`src/rtl/extend_pipe_if.sv`:
```
// Handshake and payload bundle for the pipelined immediate extender.
// The master side drives the request fields and OutReady; the extender is the slave.
interface extend_pipe_if #(
    parameter int DATA_WIDTH = 32
);
    logic                  InValid;
    logic                  InReady;
    logic [23:0]           Instr;
    logic [2:0]            ImmSrc;
    logic                  CarryIn;
    logic                  OutValid;
    logic                  OutReady;
    logic [DATA_WIDTH-1:0] ExtImm;
    logic                  CarryOut;
    logic                  ImmErr;

    modport master (
        output InValid, Instr, ImmSrc, CarryIn, OutReady,
        input  InReady, OutValid, ExtImm, CarryOut, ImmErr
    );

    modport slave (
        input  InValid, Instr, ImmSrc, CarryIn, OutReady,
        output InReady, OutValid, ExtImm, CarryOut, ImmErr
    );
endinterface

```
`src/rtl/extend_pipe.sv`:
```
// Pipelined ARM immediate extender: turns Instr/ImmSrc into an extended immediate,
// shifter carry-out and illegal-mode flag behind a PIPE_DEPTH-entry ready/valid pipeline.
module extend_pipe #(
    parameter int DATA_WIDTH = 32,
    parameter int PIPE_DEPTH = 2,
    parameter int BR_SHIFT   = 2
) (
    input  logic         clk,
    input  logic         reset,
    extend_pipe_if.slave bus
);

    typedef enum logic [2:0] {
        IMM_B8   = 3'b000,
        IMM_B12  = 3'b001,
        IMM_BR   = 3'b010,
        IMM_ROT  = 3'b011,
        IMM_HW   = 3'b100,
        IMM_SX24 = 3'b101
    } imm_src_e;

    typedef struct packed {
        logic [2:0]  mode;
        logic [7:0]  imm8;
        logic [3:0]  rot;
        logic [11:0] imm12;
        logic [23:0] imm24;
        logic [3:0]  hw_hi;
        logic [3:0]  hw_lo;
        logic        cin;
    } dec_t;

    typedef struct packed {
        logic [DATA_WIDTH-1:0] ext;
        logic                  cout;
        logic                  err;
    } res_t;

    function automatic dec_t decode(input logic [23:0] instr, input logic [2:0] src,
                                    input logic cin);
        dec_t d;
        d.mode  = src;
        d.imm8  = instr[7:0];
        d.rot   = instr[11:8];
        d.imm12 = instr[11:0];
        d.imm24 = instr;
        d.hw_hi = instr[11:8];
        d.hw_lo = instr[3:0];
        d.cin   = cin;
        return d;
    endfunction

    function automatic res_t compute(input dec_t d);
        res_t                  r;
        logic [31:0]           v;
        logic [4:0]            amt;
        logic [31:0]           rot32;
        logic [DATA_WIDTH-1:0] sx;
        v     = {24'b0, d.imm8};
        amt   = {d.rot, 1'b0};
        // A left shift by 32 yields zero, so amt == 0 degenerates cleanly to v.
        rot32 = (v >> amt) | (v << (6'd32 - {1'b0, amt}));
        sx    = {{(DATA_WIDTH-24){d.imm24[23]}}, d.imm24};
        r      = '0;
        r.cout = d.cin;
        case (d.mode)
            IMM_B8:   r.ext = DATA_WIDTH'(d.imm8);
            IMM_B12:  r.ext = DATA_WIDTH'(d.imm12);
            IMM_BR:   r.ext = sx << BR_SHIFT;
            IMM_ROT: begin
                r.ext = DATA_WIDTH'(rot32);
                if (d.rot != 4'd0) r.cout = rot32[31];
            end
            IMM_HW:   r.ext = DATA_WIDTH'({d.hw_hi, d.hw_lo});
            IMM_SX24: r.ext = sx;
            default:  r.err = 1'b1;
        endcase
        return r;
    endfunction

    logic [PIPE_DEPTH:1] vld_q, vld_d, rdy;
    logic [PIPE_DEPTH:0] vld_chain;
    res_t                res_q, res_d;

    assign vld_chain = {vld_q, bus.InValid};

    // Ready ripples back from OutReady; a full stage still loads if its successor drains.
    always_comb begin
        rdy   = '0;
        vld_d = vld_q;
        rdy[PIPE_DEPTH] = ~vld_q[PIPE_DEPTH] | bus.OutReady;
        for (int k = PIPE_DEPTH - 1; k >= 1; k--)
            rdy[k] = ~vld_q[k] | rdy[k + 1];
        for (int k = 1; k <= PIPE_DEPTH; k++)
            vld_d[k] = rdy[k] ? vld_chain[k - 1] : vld_q[k];
    end

    always_ff @(posedge clk or negedge reset) begin
        if (!reset) vld_q <= '0;
        else        vld_q <= vld_d;
    end

    if (PIPE_DEPTH == 2) begin : g_two
        dec_t dec_q, dec_d;

        assign dec_d = decode(bus.Instr, bus.ImmSrc, bus.CarryIn);
        assign res_d = compute(dec_q);

        always_ff @(posedge clk or negedge reset) begin
            if (!reset) begin
                dec_q <= '0;
                res_q <= '0;
            end else begin
                if (rdy[1] & bus.InValid) dec_q <= dec_d;
                if (rdy[2] & vld_q[1])    res_q <= res_d;
            end
        end
    end else begin : g_one
        assign res_d = compute(decode(bus.Instr, bus.ImmSrc, bus.CarryIn));

        always_ff @(posedge clk or negedge reset) begin
            if (!reset)                    res_q <= '0;
            else if (rdy[1] & bus.InValid) res_q <= res_d;
        end
    end

    assign bus.InReady  = rdy[1];
    assign bus.OutValid = vld_q[PIPE_DEPTH];
    assign bus.ExtImm   = res_q.ext;
    assign bus.CarryOut = res_q.cout;
    assign bus.ImmErr   = res_q.err;

endmodule
```
`src/flat_wrapper.sv`:
```
// flat-port wrapper written by rule: the top's interface ports become plain ports
module extend_pipe_flat 
#(
    parameter int DATA_WIDTH = 32,
    parameter int PIPE_DEPTH = 2,
    parameter int BR_SHIFT   = 2
)
  (clk, reset, bus_InValid, bus_Instr, bus_ImmSrc, bus_CarryIn, bus_OutReady, bus_InReady, bus_OutValid, bus_ExtImm, bus_CarryOut, bus_ImmErr);
  extend_pipe_if #(.DATA_WIDTH(DATA_WIDTH)) bus_i ();
  input  logic clk;
  input  logic reset;
  input wire logic [$bits(bus_i.InValid)-1:0] bus_InValid;
  input wire logic [$bits(bus_i.Instr)-1:0] bus_Instr;
  input wire logic [$bits(bus_i.ImmSrc)-1:0] bus_ImmSrc;
  input wire logic [$bits(bus_i.CarryIn)-1:0] bus_CarryIn;
  input wire logic [$bits(bus_i.OutReady)-1:0] bus_OutReady;
  output wire logic [$bits(bus_i.InReady)-1:0] bus_InReady;
  output wire logic [$bits(bus_i.OutValid)-1:0] bus_OutValid;
  output wire logic [$bits(bus_i.ExtImm)-1:0] bus_ExtImm;
  output wire logic [$bits(bus_i.CarryOut)-1:0] bus_CarryOut;
  output wire logic [$bits(bus_i.ImmErr)-1:0] bus_ImmErr;
  assign bus_i.InValid = bus_InValid;
  assign bus_i.Instr = bus_Instr;
  assign bus_i.ImmSrc = bus_ImmSrc;
  assign bus_i.CarryIn = bus_CarryIn;
  assign bus_i.OutReady = bus_OutReady;
  assign bus_InReady = bus_i.InReady;
  assign bus_OutValid = bus_i.OutValid;
  assign bus_ExtImm = bus_i.ExtImm;
  assign bus_CarryOut = bus_i.CarryOut;
  assign bus_ImmErr = bus_i.ImmErr;
  extend_pipe #(.DATA_WIDTH(DATA_WIDTH), .PIPE_DEPTH(PIPE_DEPTH), .BR_SHIFT(BR_SHIFT)) u_core (.clk(clk), .reset(reset), .bus(bus_i));
endmodule
```
`config.mk`:
```
export PLATFORM = sky130hd
export DESIGN_NAME = extend_pipe_flat
export DESIGN_NICKNAME = d
export VERILOG_FILES = /design/src/rtl/extend_pipe_if.sv /design/src/rtl/extend_pipe.sv /design/src/flat_wrapper.sv
export SDC_FILE = /design/constraint.sdc
export NUM_CORES = 1
export LEC_CHECK = 0
export BUFFER_PORTS_ARGS = -buffer_cell sky130_fd_sc_hd__buf_2
export CORE_MARGIN = 10
export CORE_UTILIZATION = 45
export DETAILED_ROUTE_END_ITERATION = 16
export HOLD_SLACK_MARGIN = 0.1
export PLACE_DENSITY_LB_ADDON = 0.15
export SETUP_SLACK_MARGIN = 0.05
export SLEW_MARGIN = 20
export SYNTH_ARGS = -nofsm -noshare
export SYNTH_HDL_FRONTEND = slang
export SYNTH_SLANG_ARGS = --single-unit
export TNS_END_PERCENT = 20
```
`constraint.sdc`:
```
create_clock -name clk -period 2.7 [get_ports clk]
set_input_delay 0.27 -clock clk [delete_from_list [all_inputs] [get_ports clk]]
set_output_delay 0.27 -clock clk [all_outputs]
set_load 0.02 [all_outputs]
```
==> results_dict.tcl, run 1 <==
set metrics [dict create \
    vias 3105 \
    worst_pin_slew_ps 750 \
    portBuffers 67 \
    yosys.area_share.simple_pct 16.8 \
    dp.cells 514 \
    cts_tree "built" \
    dieArea_um2 11900 \
    dieHeight_um 109 \
    end_kind "flop" \
    pwr-share-comb_pct 35.3 \
    synth.distinct_cells 53 \
    finalCritPeriodShare_pct 87.9 \
    track_usage_pct 18.4 \
    grt_start_max_net_pins 37 \
    clkTransAtPathRegs_ps 70 \
    synth_ff_type "dfrtp_1" \
    status "completed" \
    yosysSeqAreaShare_pct 45.0 \
    drtPass1Iterations 5 \
    dp_hpwl_mm 7.80 \
    utilization_pct 54.4 \
    whs_ps 130 \
    p_clk_share_pct 23.5 \
    drc 0 \
    num_rows 32 \
    holdPathStages 2 \
    area_growth_syn_to_layout_pct 18.0 \
    yosysMostFrequentCell "dfrtp_1" \
    drt-initial-drc-count 309 \
    p_sw_share_pct 38.9 \
    coreArea_um2 7730 \
    fillCellCount 715 \
    cts.sinks 64 \
    ioPinCount 68 \
    clockRootBuffer "clkbuf_8" \
    cts_made_buffers 9 \
    timing.final.setup_violations 0 \
    via_per_inst 5.85 \
    multi_input_area_um2 1820 \
    synthAdderAreaFrac_pct 0.351 \
    worstSetupStartpointType "flop" \
    grt-ovfl-total 0 \
    async_flop_share_pct 100 \
    final_area_um2 4200 \
    routed_wl_mm 10.6 \
    first_global_vias 3146 \
    synth-warning-count 0 \
    synth_area_leaders "dfrtp_1 45%, mux2_2 9.2%, mux2i_1 3.7%" \
    syn_nets 391 \
    max_slew_margin_pct 50.0 \
    cts_buffer_depth 2 \
    syn_avg_cell_area_um2 9.95 \
    fmax_mhz 422 \
    synthMuxAreaShare_pct 12.8 \
    power_frac_seq_pct 41.2 \
    antenna_found_initial 0 \
    cts-htree-levels 3 \
    slew_violations 0 \
    synth_xor_area_share_pct 0.492 \
    max-cap-violations 0 \
    final_nets 457 \
    power_mw 3.11 \
    worst-setup-path-type "flop to flop" \
    fin_crit_ps 2370 \
    synth_common_cells "64 x dfrtp_1, 34 x nand2_1, 29 x mux2_2, 22 x nor2_1, 22 x o21ai_0" \
    drive_gt1_share_pct 31.9 \
    switchingPower_mw 1.21 \
    fin_tns_setup_ps 0 \
    final-hold-violation-count 0 \
    clock_latency_ps 350 \
    internal_power_mw 1.90 \
    synth_area_um2 3560 \
    setup_ws_ps 328 \
    avgRoutedWirePerCell_um 20.0 \
    rsz0062_at_grt "no" \
    clock_skew_ps 9.31 \
    syn-instance-count 358 \
    diodes 0 \
    die_w_um 109 \
    crit_required_ps 2900 \
    hp-class "input port to flop" \
    path_max_fanout 7 \
    synth_top_area_share_pct 45.0 \
    power_density_nw_per_um2 740 \
    placed_cell_area_um2 4010 \
    synth-compound-area-share_pct 20.4 \
    ys_seq_elements 64 \
    seq_area_um2 1600 \
    drtAntennaViolNets 0 \
    grt_pass1_wl_mm 17.2 \
    synth_top_family_by_area "compound AO/OA/AOI/OAI gates" \
    ir_drop_mv 0.349 \
    start_util_pct 46.1 \
    power_leakage_nw 1.91 \
    final_cells 531 \
    place.gp.congestion 0.959 \
    synth_edf_count 0 \
    rr_worst_depth 6 \
    critPathArrivalTime_ps 2580 \
    pre_cts_ws_ps 360 \
    synth_top_cell_by_area "dfrtp_1" \
]
## worst paths after layout
kind	from	end	slack, ps
max reg2reg	u_core.g_two.dec_q[17]	u_core.bus.ExtImm[6]	330
min in group asynchronous	reset	u_core.g_two.dec_q[15]	540
max	u_core.g_two.dec_q[17]	u_core.bus.ExtImm[6]	330
max in group asynchronous	reset	u_core.bus.ExtImm[30]	1270
min	bus_InValid	u_core.vld_q[1]	130
min reg2reg	u_core.bus.ExtImm[5]	u_core.bus.ExtImm[5]	470
## power by group through the flow
stage	clock [mW]	sequential [mW]	combinational, mW
2_1_floorplan	0	1.36	0.641
3_3_place_gp	0	1.29	1.09
3_5_place_dp	0	1.30	1.09
4_1_cts	0.754	1.28	1.09
5_1_grt	0.804	1.31	1.19
6_report	0.730	1.28	1.10
## cell usage in the layout, fill, tap and decap left out, types with 2 or more instances in the layout
cell type   instances
o211ai_1            3
nor3_1              6
nor4_1              2
nor2b_1            10
a22o_1              3
a211oi_1            2
a22oi_1            12
clkinvlp_4          3
nand2_1            34
o21a_1              2
nand3_1             7
a31oi_1             4
o22ai_1             3
a2111oi_0           2
clkinv_2            2
a211o_1             6
o221ai_1            6
nor2_1             22
a222oi_1            2
a21oi_1            19
buf_2              67
mux2_2             29
nand4_1             3
mux2i_1            13
inv_1               4
nand2b_1           10
dfrtp_1            64
and2_1              2
nand3b_1            4
nor3b_1             2
buf_4              16
and3_1              2
o21ai_0            22
clkbuf_8           10
a221o_1            10
## repair_timing
item,CTS,global route
resized for setup,0,0
endpoints found under the hold margin,31,0
hold buffers,1,0
endpoints found under the setup margin,0,0
setup buffers,0,0
## cell families after synthesis
group / after synthesis
simple gates: 114
compound gates: 102
flops: 64
mux: 42
buf+inv: 33
xor+xnor: 2
fa+ha+maj: 1
## flip-flops by register name (all words and copies together) (netlist names)
name,flops
u_core.g_two.dec_q,28
u_core.vld_q,2
u_core.bus.ImmErr,1
u_core.bus.CarryOut,1
u_core.bus.ExtImm,32
## layout make-up
class,instances,share of cell area [%]
Multi-Input combinational cell,261,43.3
Inverter,4,0.357
Sequential cell,64,38.1
Tap cell,102,3.04
Timing Repair Buffer,84,11.1
Clock buffer,11,3.37
Clock inverter,5,0.775
## routing by layer
| layer | track usage (%) | vias up | share of wire, % |
|---|---|---|---|
| met4 | 6.87 | 0 | 1.8 |
| met2 | 26.5 | 134 | 44 |
| met1 | 25.9 | 1492 | 47 |
| li1 | - | 1461 | - |
| met5 | 0 | - | 0 |
| met3 | 4.66 | 18 | 8.0 |
## critical path: stages (launching register included)
cell and delay, ps:
dfrtp_1 340, inv_1 90, ha_1 480, mux2_2 400, o21a_1 240, a2111oi_0 540, o21ai_0 140
(Power assumes the default switching activity.)
==> inputs of run 2 (changes only) <==
--- a/config.mk
+++ b/config.mk
@@ -8,6 +8,7 @@
 export BUFFER_PORTS_ARGS = -buffer_cell sky130_fd_sc_hd__buf_2
 export CORE_MARGIN = 10
 export CORE_UTILIZATION = 45
+export CTS_BUF_LIST = sky130_fd_sc_hd__clkbuf_16
 export DETAILED_ROUTE_END_ITERATION = 16
 export HOLD_SLACK_MARGIN = 0.1
 export PLACE_DENSITY_LB_ADDON = 0.15
==> run 2 against run 1 <==
Worst setup slack about the same; count of clock-buffer cells in the layout decreased by 2; core utilization increased by 1.2 points; register-to-register slack about the same; total power increased by 9.6%; sequential power about the same; cell area increased by 2.2%; sequential share of layout area decreased by 0.81 points; first-iteration DRC count increased by 12%; die area unchanged; clock skew decreased by 1.8 ps.
==> results_dict.tcl, run 2 (same netlist as run 1, synthesis figures left out) <==
set metrics [dict create \
    status "completed" \
    final-hold-violation-count 0 \
    r2r-start "u_core.g_two.dec_q[17]" \
    cts.repair.resized 0 \
    postCtsSetupBuffers 0 \
    clock_skew_ps 7.53 \
    cts-htree-levels 3 \
    dp_hpwl_mm 7.80 \
    drt-initial-drc-count 346 \
    dieArea_um2 11900 \
    crit_required_ps 2890 \
    cts_tree "built" \
    clock_latency_ps 330 \
    coreArea_um2 7730 \
    dieHeight_um 109 \
    finalCritPeriodShare_pct 87.8 \
    vias 3135 \
    cp_slowest_cell "a2111oi_0" \
    avgRoutedWirePerCell_um 20.0 \
    hp-class "input port to flop" \
    cts_made_buffers 9 \
    max_slew_margin_pct 49.5 \
    path_max_fanout 7 \
    die_w_um 109 \
    critPathArrivalTime_ps 2560 \
    antenna_found_initial 0 \
    power_leakage_nw 1.96 \
    rsz0062_at_grt "no" \
    worst-setup-path-type "flop to flop" \
    worst_pin_slew_ps 757 \
    place.gp.congestion 0.959 \
    via_per_inst 5.90 \
    cts.sinks 64 \
    final_cell_mix "67 x buf_2, 64 x dfrtp_1, 34 x nand2_1, 29 x mux2_2" \
    start_util_pct 46.1 \
    cts_hold_buffers 1 \
    clkTransAtPathRegs_ps 50 \
    holdPathStages 2 \
    fmax_mhz 422 \
    drive_gt1_share_pct 31.7 \
    crit_chain "inv_1 -> ha_1 -> mux2_2 -> o21a_1 -> a2111oi_0 -> o21ai_0" \
    fin_crit_ps 2370 \
    routed_wl_mm 10.6 \
    drtAntennaViolNets 0 \
    whs_ps 146 \
    rr_worst_depth 6 \
    end_kind "flop" \
    power_mw 3.41 \
    cts_buffer_depth 2 \
    diodes 0 \
    ir_drop_mv 0.392 \
    final_nets 457 \
    hold_path_end "u_core.vld_q[1]" \
    portBuffers 67 \
    worstSetupStartpointType "flop" \
    max-cap-violations 0 \
    largest_register_ffs 32 \
    r2r_end "u_core.bus.ExtImm[6]" \
    grt_pass1_wl_mm 17.2 \
    area_growth_syn_to_layout_pct 20.5 \
    mostFrequentLayoutCell "buf_2" \
    rrSetupSlack_ps 330 \
    startpoint "u_core.g_two.dec_q[17]" \
    first_global_vias 3178 \
    fillCellCount 705 \
    grt_start_max_net_pins 37 \
    worstHoldStart "bus_InValid" \
    fin_tns_setup_ps 0 \
    drtPass1Iterations 5 \
    final_cells 531 \
    grt-ovfl-total 0 \
    num_rows 32 \
    clockRootBuffer "clkbuf_16" \
    ioPinCount 68 \
    track_usage_pct 18.4 \
    crit_path_max_incr_delay_ps 550 \
    dp.cells 514 \
    power_density_nw_per_um2 794 \
    timing.final.setup_violations 0 \
    drc 0 \
    slew_violations 0 \
]
[run 2: final cells by class]
cell class              count  area, um^2  share of cell area [%]
clock buffers               9         225                    5.25
clock inverters             7        40.0                   0.933
inverters                   4        15.0                   0.350
multi-input cells         261        1820                    42.3
flip-flops and latches     64        1600                    37.3
well taps                 102         128                    2.97
repair buffers             84         465                    10.8
[run 2: per-stage QoR]
step	cell area, um^2	util (%)	setup WS, ps
final	4290	55.5	328
after global routing	4290	55.5	150
after CTS	4280	55.4	340
after detailed placement	4010	51.9	360
after global placement	4010	51.9	378
after floorplan	3560	-	355
[run 2: where the power goes]
part | leakage [nW] | switching [mW] | internal [mW]
combinational | 1.03 | 0.678 | 0.419
sequential | 0.801 | 0.158 | 1.13
clock | 0.126 | 0.414 | 0.610
total | 1.96 | 1.25 | 2.15
[run 2: how the worst max path moves through the flow]
| stage | cells after the start | endpoint | slack, ps |
|---|---|---|---|
| 2_1_floorplan | 9 | u_core.bus.ExtImm[6] | 360 |
| 3_3_place_gp | 6 | u_core.bus.ExtImm[25] | 380 |
| 3_5_place_dp | 6 | u_core.bus.ExtImm[25] | 360 |
| 4_1_cts | 6 | u_core.bus.ExtImm[25] | 340 |
| 5_1_grt | 6 | u_core.bus.ExtImm[6] | 150 |
| 6_report | 6 | u_core.bus.ExtImm[6] | 330 |
[run 2: critical path, delay by kind of cell (launching register included)]
kind,cells,cell delay [ps]
multiplexers,1,400
AO/OA/AOI/OAI,3,940
adder cells (fa/ha/maj),1,480
flip-flops,1,340
buffers and inverters,1,90
[run 2: per-layer routing]
metal / routed length, um / up-vias / GRT usage, %
li1: - / 1467 / -
met1: 4920 / 1518 / 25.8
met2: 4660 / 136 / 26.4
met3: 931 / 14 / 6.08
met4: 135 / 0 / 5.56
met5: 0 / - / 0
==> inputs of run 3 (changes only) <==
--- a/config.mk
+++ b/config.mk
@@ -8,10 +8,10 @@
 export BUFFER_PORTS_ARGS = -buffer_cell sky130_fd_sc_hd__buf_2
 export CORE_MARGIN = 10
 export CORE_UTILIZATION = 45
-export CTS_BUF_LIST = sky130_fd_sc_hd__clkbuf_16
 export DETAILED_ROUTE_END_ITERATION = 16
 export HOLD_SLACK_MARGIN = 0.1
 export PLACE_DENSITY_LB_ADDON = 0.15
+export REMOVE_ABC_BUFFERS = 1
 export SETUP_SLACK_MARGIN = 0.05
 export SLEW_MARGIN = 20
 export SYNTH_ARGS = -nofsm -noshare
==> run 3 against run 2 <==
Die area stayed put; non-clock buffer count is 1 higher; hold slack worse by 30 ps; largest cell class unchanged; sequential power hardly changed.
==> results_dict.tcl, run 3 (same netlist as run 1, synthesis figures left out) <==
set metrics [dict create \
    rrSetupSlack_ps 320 \
    worst-setup-path-type "flop to flop" \
    fmax_mhz 421 \
    worstSetupStartpointType "flop" \
    routed_wl_mm 10.7 \
    ioPinCount 68 \
    hp-class "input port to flop" \
    final_area_um2 4270 \
    cts_buffer_depth 2 \
    vias 3164 \
    worstHoldStart "bus_InValid" \
    fin_crit_ps 2380 \
    clock_latency_ps 360 \
    end_kind "flop" \
    fillCellCount 727 \
    diodes 0 \
    rsz0062_at_grt "no" \
    multi_input_area_um2 1810 \
    first_global_vias 3079 \
    dp_hpwl_mm 7.87 \
    clock_skew_ps 10.1 \
    startpoint "u_core.g_two.dec_q[59]" \
    clkTransAtPathRegs_ps 70 \
    area_growth_syn_to_layout_pct 20.0 \
    grt_pass1_wl_mm 16.8 \
    cts_tree "built" \
    cts_made_buffers 9 \
    finalCritPeriodShare_pct 88.0 \
    ir_drop_mv 0.556 \
    met3_usage_pct 4.90 \
    max-cap-violations 0 \
    cts.sinks 64 \
    largest_register_ffs 32 \
    status "completed" \
    mostFrequentLayoutCell "buf_2" \
    final_nets 458 \
    critPathArrivalTime_ps 2660 \
    seq_area_um2 1600 \
    drtAntennaViolNets 0 \
    r2r-start "u_core.g_two.dec_q[59]" \
    rr_worst_depth 4 \
    start_util_pct 46.1 \
    path_max_fanout 12 \
    holdPathStages 2 \
    power_leakage_nw 1.95 \
    coreArea_um2 7730 \
    via_per_inst 5.95 \
    busiest_layer "met2" \
    avgRoutedWirePerCell_um 20.1 \
    grt_start_max_net_pins 39 \
    worst_pin_slew_ps 840 \
    final_cell_mix "67 x buf_2, 64 x dfrtp_1, 34 x nand2_1, 29 x mux2_2" \
    postCtsSetupBuffers 0 \
    num_rows 32 \
    setup_ws_ps 324 \
    drive_gt1_share_pct 31.9 \
    r2r_end "u_core.bus.ExtImm[30]" \
    clockRootBuffer "clkbuf_8" \
    antenna_found_initial 0 \
    crit_required_ps 2980 \
    whs_ps 116 \
    grtUsageMet1_pct 24.3 \
    final-hold-violation-count 0 \
    die_w_um 109 \
    grt-ovfl-total 0 \
    power_density_nw_per_um2 800 \
    hold_path_end "u_core.vld_q[1]" \
    max_slew_margin_pct 43.6 \
    track_usage_pct 18.2 \
    portBuffers 67 \
    dieHeight_um 109 \
    drt-initial-drc-count 320 \
    pre_cts_ws_ps 432 \
    cts-htree-levels 3 \
    drtPass1Iterations 5 \
    dieArea_um2 11900 \
    timing.final.setup_violations 0 \
    drc 0 \
    use_met2_pct 27.9 \
    slew_violations 0 \
    place.gp.congestion 0.920 \
    placed_cell_area_um2 4020 \
]
run 3: cell types whose count changed in the layout (fill, tap and decap cells not counted), sizes merged:
| cell | previous run | this run |
|---|---|---|
| bufinv | 0 | 3 |
| clkinvlp | 3 | 0 |
| clkbuf | 9 | 11 |
| buf | 83 | 84 |
| clkinv | 3 | 2 |
| inv | 5 | 4 |
run 3: how the worst max path moves through the flow:
stage,end,slack (ps),depth (start not counted)
finish,u_core.bus.ExtImm[30],320,4
global route,u_core.bus.ExtImm[6],240,6
CTS,u_core.bus.ExtImm[30],400,4
detailed placement,u_core.bus.ExtImm[30],430,4
global placement,u_core.bus.ExtImm[25],400,4
floorplan,u_core.bus.ExtImm[6],-180,6
run 3: area by class of cell:
cell class / count / share of cell area (%)
Clock buffer: 11 / 3.31
Clock inverter: 5 / 2.43
Inverter: 4 / 0.351
Multi-Input combinational cell: 261 / 42.4
Sequential cell: 64 / 37.5
Tap cell: 102 / 2.99
Timing Repair Buffer: 85 / 11.1
run 3: routing by layer:
layer	share of wire, %	vias to the layer above
li1	-	1467
met4	1.6	0
met2	47	129
met3	8.2	20
met5	0	-
met1	43	1548
run 3: worst max-delay path, stage by stage, from the launching register on:
cell	delay, ps
dfrtp_1	550
nand3b_1	470
a21o_1	310
nor3_1	690
a221o_1	280
run 3: power breakdown:
group / total (mW) / internal [mW] / switching (mW) / leakage, nW
clock: 1.04 / 0.639 / 0.397 / 0.124
combinational: 1.09 / 0.425 / 0.663 / 1.03
sequential: 1.29 / 1.12 / 0.170 / 0.801
run 3: per-stage QoR:
stage               setup TNS, ps  power, mW  std cells  util (%)
floorplan                   -1050       1.96        329         -
global route                    0       3.59        532      55.3
detailed placement              0       2.39        515      52.0
CTS                             0       3.43        532      55.3
global placement                0       2.38        515      52.0
finish                          0       3.42        532      55.3
run 3: what timing repair did:
item / in CTS / in global routing
endpoints found under the hold margin: 64 / 0
setup endpoints to repair: 0 / 0
gates resized for setup: 0 / 0
hold buffers: 1 / 0
